===== config.mk =====
export PLATFORM = sky130hd
export DESIGN_NAME = ir_dram_loader
export DESIGN_NICKNAME = d
export VERILOG_FILES = /design/src/rtl/ir_dram_loader.sv
export SDC_FILE = /design/constraint.sdc
export NUM_CORES = 1
export LEC_CHECK = 0
export CORE_MARGIN = 2
export CORE_UTILIZATION = 48
export DETAILED_ROUTE_END_ITERATION = 10
export GPL_TIMING_DRIVEN = 1
export PLACE_DENSITY = 0.95
export SYNTH_ARGS = -nofsm -noshare
export SYNTH_HDL_FRONTEND = slang
export SYNTH_SLANG_ARGS = --single-unit

===== constraint.sdc =====
create_clock -name clk -period 4.95 [get_ports clk]
set_input_delay 0.7425 -clock clk [delete_from_list [all_inputs] [get_ports clk]]
set_output_delay 0.7425 -clock clk [all_outputs]
set_load 0.02 [all_outputs]

===== src/rtl/ir_dram_loader.sv =====
// ---------------------------------------------------------------------------
// ir_dram_loader
//
// Diagnostic loader/readback sequencer for the 512x15 dispatch RAM (DRAM) on
// the IR board. The DRAM has a single address/write port, shared between the
// EBOX dispatch path and this loader. The EBOX always wins: whenever
// ir_load_dram is high, the port carries ir_dradr, the loader's write is
// suppressed, and the loader treats that cycle as a stall.
//
// A diagnostic write is verified by reading the word back. On a mismatch the
// loader retries the write+verify up to MAX_RETRY more times. A diagnostic
// read simply returns the stored word.
//
// Ports
//   clk           IR clock, all state changes on the rising edge
//   reset         asynchronous, active-high
//   diag_en       EBOX stopped; the loader may own the DRAM port
//   ir_load_dram  EBOX dispatch load this cycle (preempts the loader)
//   ir_dradr      EBOX dispatch address
//   req_valid     diagnostic request present
//   req_ready     request accepted when req_valid & req_ready
//   req_write     1 = write+verify, 0 = readback
//   req_addr      target DRAM address
//   req_data      write data
//   dram_addr     DRAM address (muxed between EBOX and loader)
//   dram_din      DRAM write data
//   dram_wea      DRAM write enable
//   dram_dout     DRAM read data, one cycle after the address
//   rsp_valid     one-cycle response pulse
//   rsp_data      last word read back
//   rsp_err       00 ok, 01 verify failed, 10 aborted
//   rsp_par       odd parity of rsp_data (XOR reduction)
//   busy          sequencer not idle
// ---------------------------------------------------------------------------
module ir_dram_loader #(
    parameter int ADDR_BITS = 9,
    parameter int DATA_BITS = 15,
    parameter int MAX_RETRY = 2
) (
    input  logic                 clk,
    input  logic                 reset,
    input  logic                 diag_en,
    input  logic                 ir_load_dram,
    input  logic [ADDR_BITS-1:0] ir_dradr,
    input  logic                 req_valid,
    output logic                 req_ready,
    input  logic                 req_write,
    input  logic [ADDR_BITS-1:0] req_addr,
    input  logic [DATA_BITS-1:0] req_data,
    output logic [ADDR_BITS-1:0] dram_addr,
    output logic [DATA_BITS-1:0] dram_din,
    output logic                 dram_wea,
    input  logic [DATA_BITS-1:0] dram_dout,
    output logic                 rsp_valid,
    output logic [DATA_BITS-1:0] rsp_data,
    output logic [1:0]           rsp_err,
    output logic                 rsp_par,
    output logic                 busy
);

    typedef enum logic [2:0] {
        S_IDLE = 3'd0,
        S_WR   = 3'd1,
        S_VRD  = 3'd2,
        S_CMP  = 3'd3,
        S_RD   = 3'd4,
        S_RCAP = 3'd5,
        S_RSP  = 3'd6
    } state_t;

    localparam logic [2:0] RETRY_LIMIT = 3'(MAX_RETRY);

    localparam logic [1:0] ERR_OK     = 2'b00;
    localparam logic [1:0] ERR_VERIFY = 2'b01;
    localparam logic [1:0] ERR_ABORT  = 2'b10;

    state_t                 state_q, state_d;
    logic [ADDR_BITS-1:0]   addr_q, addr_d;
    logic [DATA_BITS-1:0]   data_q, data_d;
    logic [2:0]             retry_q, retry_d;
    logic [DATA_BITS-1:0]   rsp_data_q, rsp_data_d;
    logic [1:0]             rsp_err_q, rsp_err_d;
    logic                   rsp_par_q, rsp_par_d;

    logic                   stall;
    logic                   in_op;
    logic                   abort;
    logic                   wea;
    logic                   ready;

    // The EBOX owns the port in any cycle it loads the DRAM.
    assign stall = ir_load_dram;

    // Loss of diag_en only matters while an operation is in flight;
    // IDLE and RSP are unaffected.
    assign in_op = (state_q == S_WR)  || (state_q == S_VRD) ||
                   (state_q == S_CMP) || (state_q == S_RD)  ||
                   (state_q == S_RCAP);
    assign abort = in_op && !diag_en;

    // -----------------------------------------------------------------------
    // Next-state and datapath control
    // -----------------------------------------------------------------------
    always_comb begin
        state_d    = state_q;
        addr_d     = addr_q;
        data_d     = data_q;
        retry_d    = retry_q;
        rsp_data_d = rsp_data_q;
        rsp_err_d  = rsp_err_q;
        wea        = 1'b0;
        ready      = 1'b0;

        if (abort) begin
            // Write enable stays low this cycle and the last readback word
            // is reported unchanged.
            rsp_err_d = ERR_ABORT;
            state_d   = S_RSP;
        end else begin
            case (state_q)
                S_IDLE: begin
                    ready = diag_en && !stall;
                    if (req_valid && ready) begin
                        addr_d  = req_addr;
                        data_d  = req_data;
                        retry_d = 3'd0;
                        state_d = req_write ? S_WR : S_RD;
                    end
                end

                S_WR: begin
                    if (!stall) begin
                        wea     = 1'b1;
                        state_d = S_VRD;
                    end
                end

                S_VRD: begin
                    if (!stall) begin
                        state_d = S_CMP;
                    end
                end

                // dram_dout here is the word addressed during VRD, so it is
                // usable even if the EBOX has taken the port this cycle.
                S_CMP: begin
                    rsp_data_d = dram_dout;
                    if (dram_dout == data_q) begin
                        rsp_err_d = ERR_OK;
                        state_d   = S_RSP;
                    end else if (retry_q < RETRY_LIMIT) begin
                        retry_d = retry_q + 3'd1;
                        state_d = S_WR;
                    end else begin
                        rsp_err_d = ERR_VERIFY;
                        state_d   = S_RSP;
                    end
                end

                S_RD: begin
                    if (!stall) begin
                        state_d = S_RCAP;
                    end
                end

                S_RCAP: begin
                    rsp_data_d = dram_dout;
                    rsp_err_d  = ERR_OK;
                    state_d    = S_RSP;
                end

                // Response pulse is never held off by a stall.
                S_RSP: begin
                    state_d = S_IDLE;
                end

                default: begin
                    state_d = S_IDLE;
                end
            endcase
        end
    end

    // Parity tracks whatever is loaded into rsp_data.
    assign rsp_par_d = ^rsp_data_d;

    // -----------------------------------------------------------------------
    // State registers
    // -----------------------------------------------------------------------
    always_ff @(posedge clk or posedge reset) begin
        if (reset) begin
            state_q    <= S_IDLE;
            addr_q     <= '0;
            data_q     <= '0;
            retry_q    <= 3'd0;
            rsp_data_q <= '0;
            rsp_err_q  <= ERR_OK;
            rsp_par_q  <= 1'b0;
        end else begin
            state_q    <= state_d;
            addr_q     <= addr_d;
            data_q     <= data_d;
            retry_q    <= retry_d;
            rsp_data_q <= rsp_data_d;
            rsp_err_q  <= rsp_err_d;
            rsp_par_q  <= rsp_par_d;
        end
    end

    // -----------------------------------------------------------------------
    // Outputs
    // -----------------------------------------------------------------------
    assign dram_addr = stall ? ir_dradr : addr_q;
    assign dram_din  = data_q;
    assign dram_wea  = wea;
    assign req_ready = ready;
    assign rsp_valid = (state_q == S_RSP);
    assign rsp_data  = rsp_data_q;
    assign rsp_err   = rsp_err_q;
    assign rsp_par   = rsp_par_q;
    assign busy      = (state_q != S_IDLE);

endmodule


# Word level (Yosys, flattened, before mapping)
# Cells that the tools add are included.
# Widths: inputs -> output; s select.
# op_classes
addsub	1
n_lt_le_gt_ge	1
eq_ne	15
muxes	25
n_bitwise	1
n_reduce_logical	19
# op_table
operator	n
$mux 3	11
$mux 15	2
$pmux 3 s6	1
$eq 15x15->1	1
$reduce_xor 15->1	1
$ne 3x3->1 const B	4
$eq 3x3->1 const B	3
$mux 9	1
$eq 3x2->1 const B	2
$mux 2	3
$pmux 3 s2	1
$reduce_bool 3->1	2
$mux 1	5
$reduce_and 5->1	1
$logic_or 1x1->1	4
$ne 2x2->1 const B	2
$ne 4x4->1 const B	1
$pmux 2 s2	1
$reduce_and 4->1	1
$add 3x1->3 const B	1
$eq 3x1->1 const B	1
$logic_and 1x1->1	3
$logic_not 3->1	1
$lt 3x2->1 const B	1
other kinds (7)	8
# totals
ff_bits	48
inputBits	54
out_inout_bits	46
wordCells	69

# Logic depth before layout (Yosys ltp)
# logic_depth
ltp_word	8
ltp_mapped	7

# Least setup slack after synthesis
# OpenSTA, ideal clock, no wires.
# synth_path
path_kind	input-to-output
from	in ir_load_dram
to	out dram_wea
arrival_ns	1.900
slack_ns	2.308
cell_stages	3
path_buffers	2
path_cell_list	clkbuf_1 > buf_2 > nor4b_1
# synth_between
elab_chain_len	3
# synth_rtl
element	line_no	text
from (decl)	43	input logic ir_load_dram,
$mux 1	132	if (!stall) begin
$mux 1	120	case (state_q)
$mux 1	114	if (abort) begin
to (decl)	52	output logic dram_wea,
# Every way passes these cells.

# Final worst setup path
# layout_path
from	in ir_load_dram
to	out dram_addr[3]
# layout_between
elab_chain_len	1
# layout_rtl
element	line_no	text
$mux 9	213	assign dram_addr = stall ? ir_dradr : addr_q;
to (decl)	50	output logic [ADDR_BITS-1:0] dram_addr,
# Every way passes these cells.

==> results.py <==
metrics = {
    "cts": {
        "insertion_delay_ps": 300,
        "cts_buffer_depth": 2,
        "cts_hold_buffers": 0,
        "cts_setup_buffers": 0,
        "cts.repair.resized": 0,
        "cts_tree": "done",
        "cts_buffers": 5,
        "root_buffer": "clkbuf_8",
        "htree_levels": 2,
        "clkSinkCount": 48,
        "path_clk_slew_ps": 80,
    },
    "synthesis": {
        "synth_cells": 205,
        "netlist_area_um2": 2670,
        "synth_top_area_cell": "dfrtp_1",
        "synth_top_area_share_pct": 45.0,
        "yosysSeqAreaShare_pct": 45.0,
        "ys_seq_elements": 48,
        "synth_cell_types": 42,
        "yosysWarnings": 0,
        "syn_avg_cell_area_um2": 13.0,
        "synth.area.top_cells": "dfrtp_1 45%, mux2_2 13%, xnor2_1 12%",
        "syn_nets": 260,
    },
    "floorplan": {
        "die_area_um2": 6180,
        "die_x_um": 78.6,
        "io_pins": 100,
        "start_util_pct": 49.1,
        "die_h_um": 78.6,
        "fp-row-count": 27,
        "core_region_area_um2": 5440,
    },
    "final_layout": {
        "nFillCells": 387,
        "antenna_cells": 0,
        "fin_nets": 358,
        "drive_gt1_share_pct": 22.4,
        "post-route-util_pct": 69.7,
        "stdcell_count": 376,
        "stdcell_area_um2": 3790,
        "area_growth_pct": 41.9,
    },
    "timing": {
        "slew_headroom_pct": 34.7,
        "slew_viol_final": 0,
        "skew_ps": 8.17,
        "finalHoldViolCount": 0,
        "max_freq_mhz": 297,
        "setup_tns_ps": 0,
        "finalSetupViolCount": 0,
        "tightest_slew_ps": 978,
        "min_period_ps": 3370,
        "grt_setup_unrepaired": "false",
        "worst_slack_ps": 1580,
        "min_period_over_period_pct": 68.0,
        "fin_hold_ws_ps": 508,
    },
    "global_routing": {
        "grt_usage_pct": 20.8,
        "first_global_vias": 1980,
        "grt_pass1_wl_um": 9890,
        "grtUsageMet1_pct": 26.2,
        "grt_max_degree": 49,
        "globalRouteOverflowTotal": 0,
        "met3_usage_pct": 4.83,
        "grt_use_met2_pct": 34.6,
        "grt_most_used_layer": "met2",
        "antenna_found_initial": 0,
    },
    "detailed_routing": {
        "drc": 0,
        "drtIter0Drc": 88,
        "routedWlPerCell_um": 16.3,
        "num_vias": 1915,
        "routed_wl_um": 6140,
        "drtPass1Iterations": 4,
        "ant_nets": 0,
        "vias_per_cell": 5.09,
    },
    "placed_design": {
        "dp.cells": 368,
        "dp_slack_ps": 1580,
        "io_buffers": 99,
        "place_area_um2": 3700,
        "dp_hpwl_um": 4780,
        "gp_congestion": 0.906,
    },
    "power_and_ir_drop": {
        "irDropWorstVdd_mv": 0.366,
        "powerDensity_nw_per_um2": 631,
        "p_total_mw": 2.39,
        "p_leak_nw": 1.58,
    },
    "critical_path": {
        "slowest_delay_ps": 910,
        "r2r_slack_ps": 3020,
        "worstPathRequired_ps": 4210,
        "crit_buf_inv": 2,
        "start_kind": "input pin",
        "crit_family": "buffers and inverters",
        "worstSetupEndpointType": "output port",
        "crit_arrival_ps": 2620,
        "path_class": "in -> out",
        "cp_slowest_cell": "clkdlybuf4s50_1",
        "critical_path.cell_chain": "clkdlybuf4s50_1 > mux2_2 > clkdlybuf4s50_1",
        "cpMostUsedCell": "clkdlybuf4s50_1",
        "path_max_fanout": 17,
    },
    "flow_run": {
        "drv_cap": 0,
    },
    "worst_hold_path": {
        "hold_path_class": "reg -> reg",
    },
    "run_status": {
        "status": "finished clean",
    },
}
[worst register-to-register path, stage by stage (launching register included)]
cell and delay, ps:
dfrtp_1 550, or2_1 350, nor3_4 240, nand2_4 290, mux2_4 400
[layout make-up]
class                           count  area [µm²]  share of cell area, %
Clock buffer                        6        82.6                   2.18
Tap cell                           72        90.1                   2.38
Clock inverter                      2        10.0                  0.264
Sequential cell                    48        1200                   31.7
Inverter                            2        7.51                  0.198
Timing Repair Buffer               99         991                   26.1
Multi-Input combinational cell    147        1410                   37.2
[per-layer routing]
| metal | share of wire [%] | routed length, µm |
|---|---|---|
| met1 | 42 | 2590 |
| met2 | 51 | 3100 |
| met3 | 5.2 | 321 |
| met4 | 1.9 | 114 |
| met5 | 0 | 0 |
[flip-flops by register name, indices dropped and copies added (netlist names)]
signal	flops
retry_q	3
dram_din	15
rsp_par	1
addr_q	9
rsp_err	2
rsp_data	15
state_q	3
[cell usage in the layout, fill, tap and decap left out, drive strengths merged, types with 2 or more instances in the layout]
cell type | netlist | routed
o221a | 2 | 2
nand2 | 8 | 8
mux2 | 50 | 50
inv | 2 | 2
nand3 | 2 | 2
o21a | 2 | 2
nand2b | 3 | 3
o21ai | 5 | 5
a21oi | 2 | 2
nand4 | 3 | 3
clkbuf | 1 | 6
clkinv | 0 | 2
nor2 | 6 | 6
xnor2 | 37 | 37
xor2 | 6 | 6
clkdlybuf4s50 | 0 | 99
nor3 | 3 | 3
nand3b | 3 | 3
dfrtp | 48 | 48
[kinds of logic after synthesis]
| kind of cell | after synthesis | synth area share, % |
|---|---|---|
| simple gates | 32 | 7.64 |
| xor+xnor | 43 | 14.4 |
| buf+inv | 10 | 2.29 |
| compound gates | 20 | 6.28 |
| flops | 48 | 45.0 |
| fa+ha+maj | 1 | 0.468 |
| mux | 51 | 24.0 |
[final timing paths]
| kind | to | startpoint | cells after the start |
|---|---|---|---|
| hold / removal | addr_q[7]$_DFFE_PP0P_ | addr_q[7]$_DFFE_PP0P_ | 1 |
| setup reg to reg | dram_din[7]$_DFFE_PP0P_ | state_q[1]$_DFFE_PP0P_ | 4 |
| min in group asynchronous | rsp_data[12]$_DFF_PP0_ | reset | 2 |
| max in group asynchronous | addr_q[8]$_DFFE_PP0P_ | reset | 2 |
| hold reg to reg | addr_q[7]$_DFFE_PP0P_ | addr_q[7]$_DFFE_PP0P_ | 1 |
| setup / recovery | dram_addr[3] | ir_load_dram | 3 |
[synthesized netlist by cell type (all sizes together)]
| cell | n |
|---|---|
| and2 | 1 |
| a221o | 1 |
| nor4 | 1 |
| inv | 2 |
| nand4 | 3 |
| xnor2 | 37 |
| nand3b | 3 |
| a31oi | 1 |
| nand3 | 2 |
| dfrtp | 48 |
| clkbuf | 1 |
| a32o | 1 |
| o211a | 1 |
| o211ai | 1 |
| nor3 | 3 |
| o221a | 2 |
| o21ai | 5 |
| a21oi | 2 |
| o21a | 2 |
| mux2 | 50 |
| nor2 | 6 |
| xor2 | 6 |
| nand2 | 8 |
| nand2b | 3 |
| ha | 1 |
| mux2i | 1 |
| a2111oi | 1 |
| a22o | 1 |
| buf | 7 |
| a211oi | 1 |
| or2 | 1 |
| nor4b | 1 |
| a21boi | 1 |
[power by group]
part / total, mW / internal, mW / switching (mW) / leakage, nW
combinational: 1.38 / 0.783 / 0.602 / 0.941
clock: 0.240 / 0.112 / 0.129 / 0.0510
sequential: 0.765 / 0.578 / 0.187 / 0.588
No activity file was read; power rests on OpenSTA's default activity.
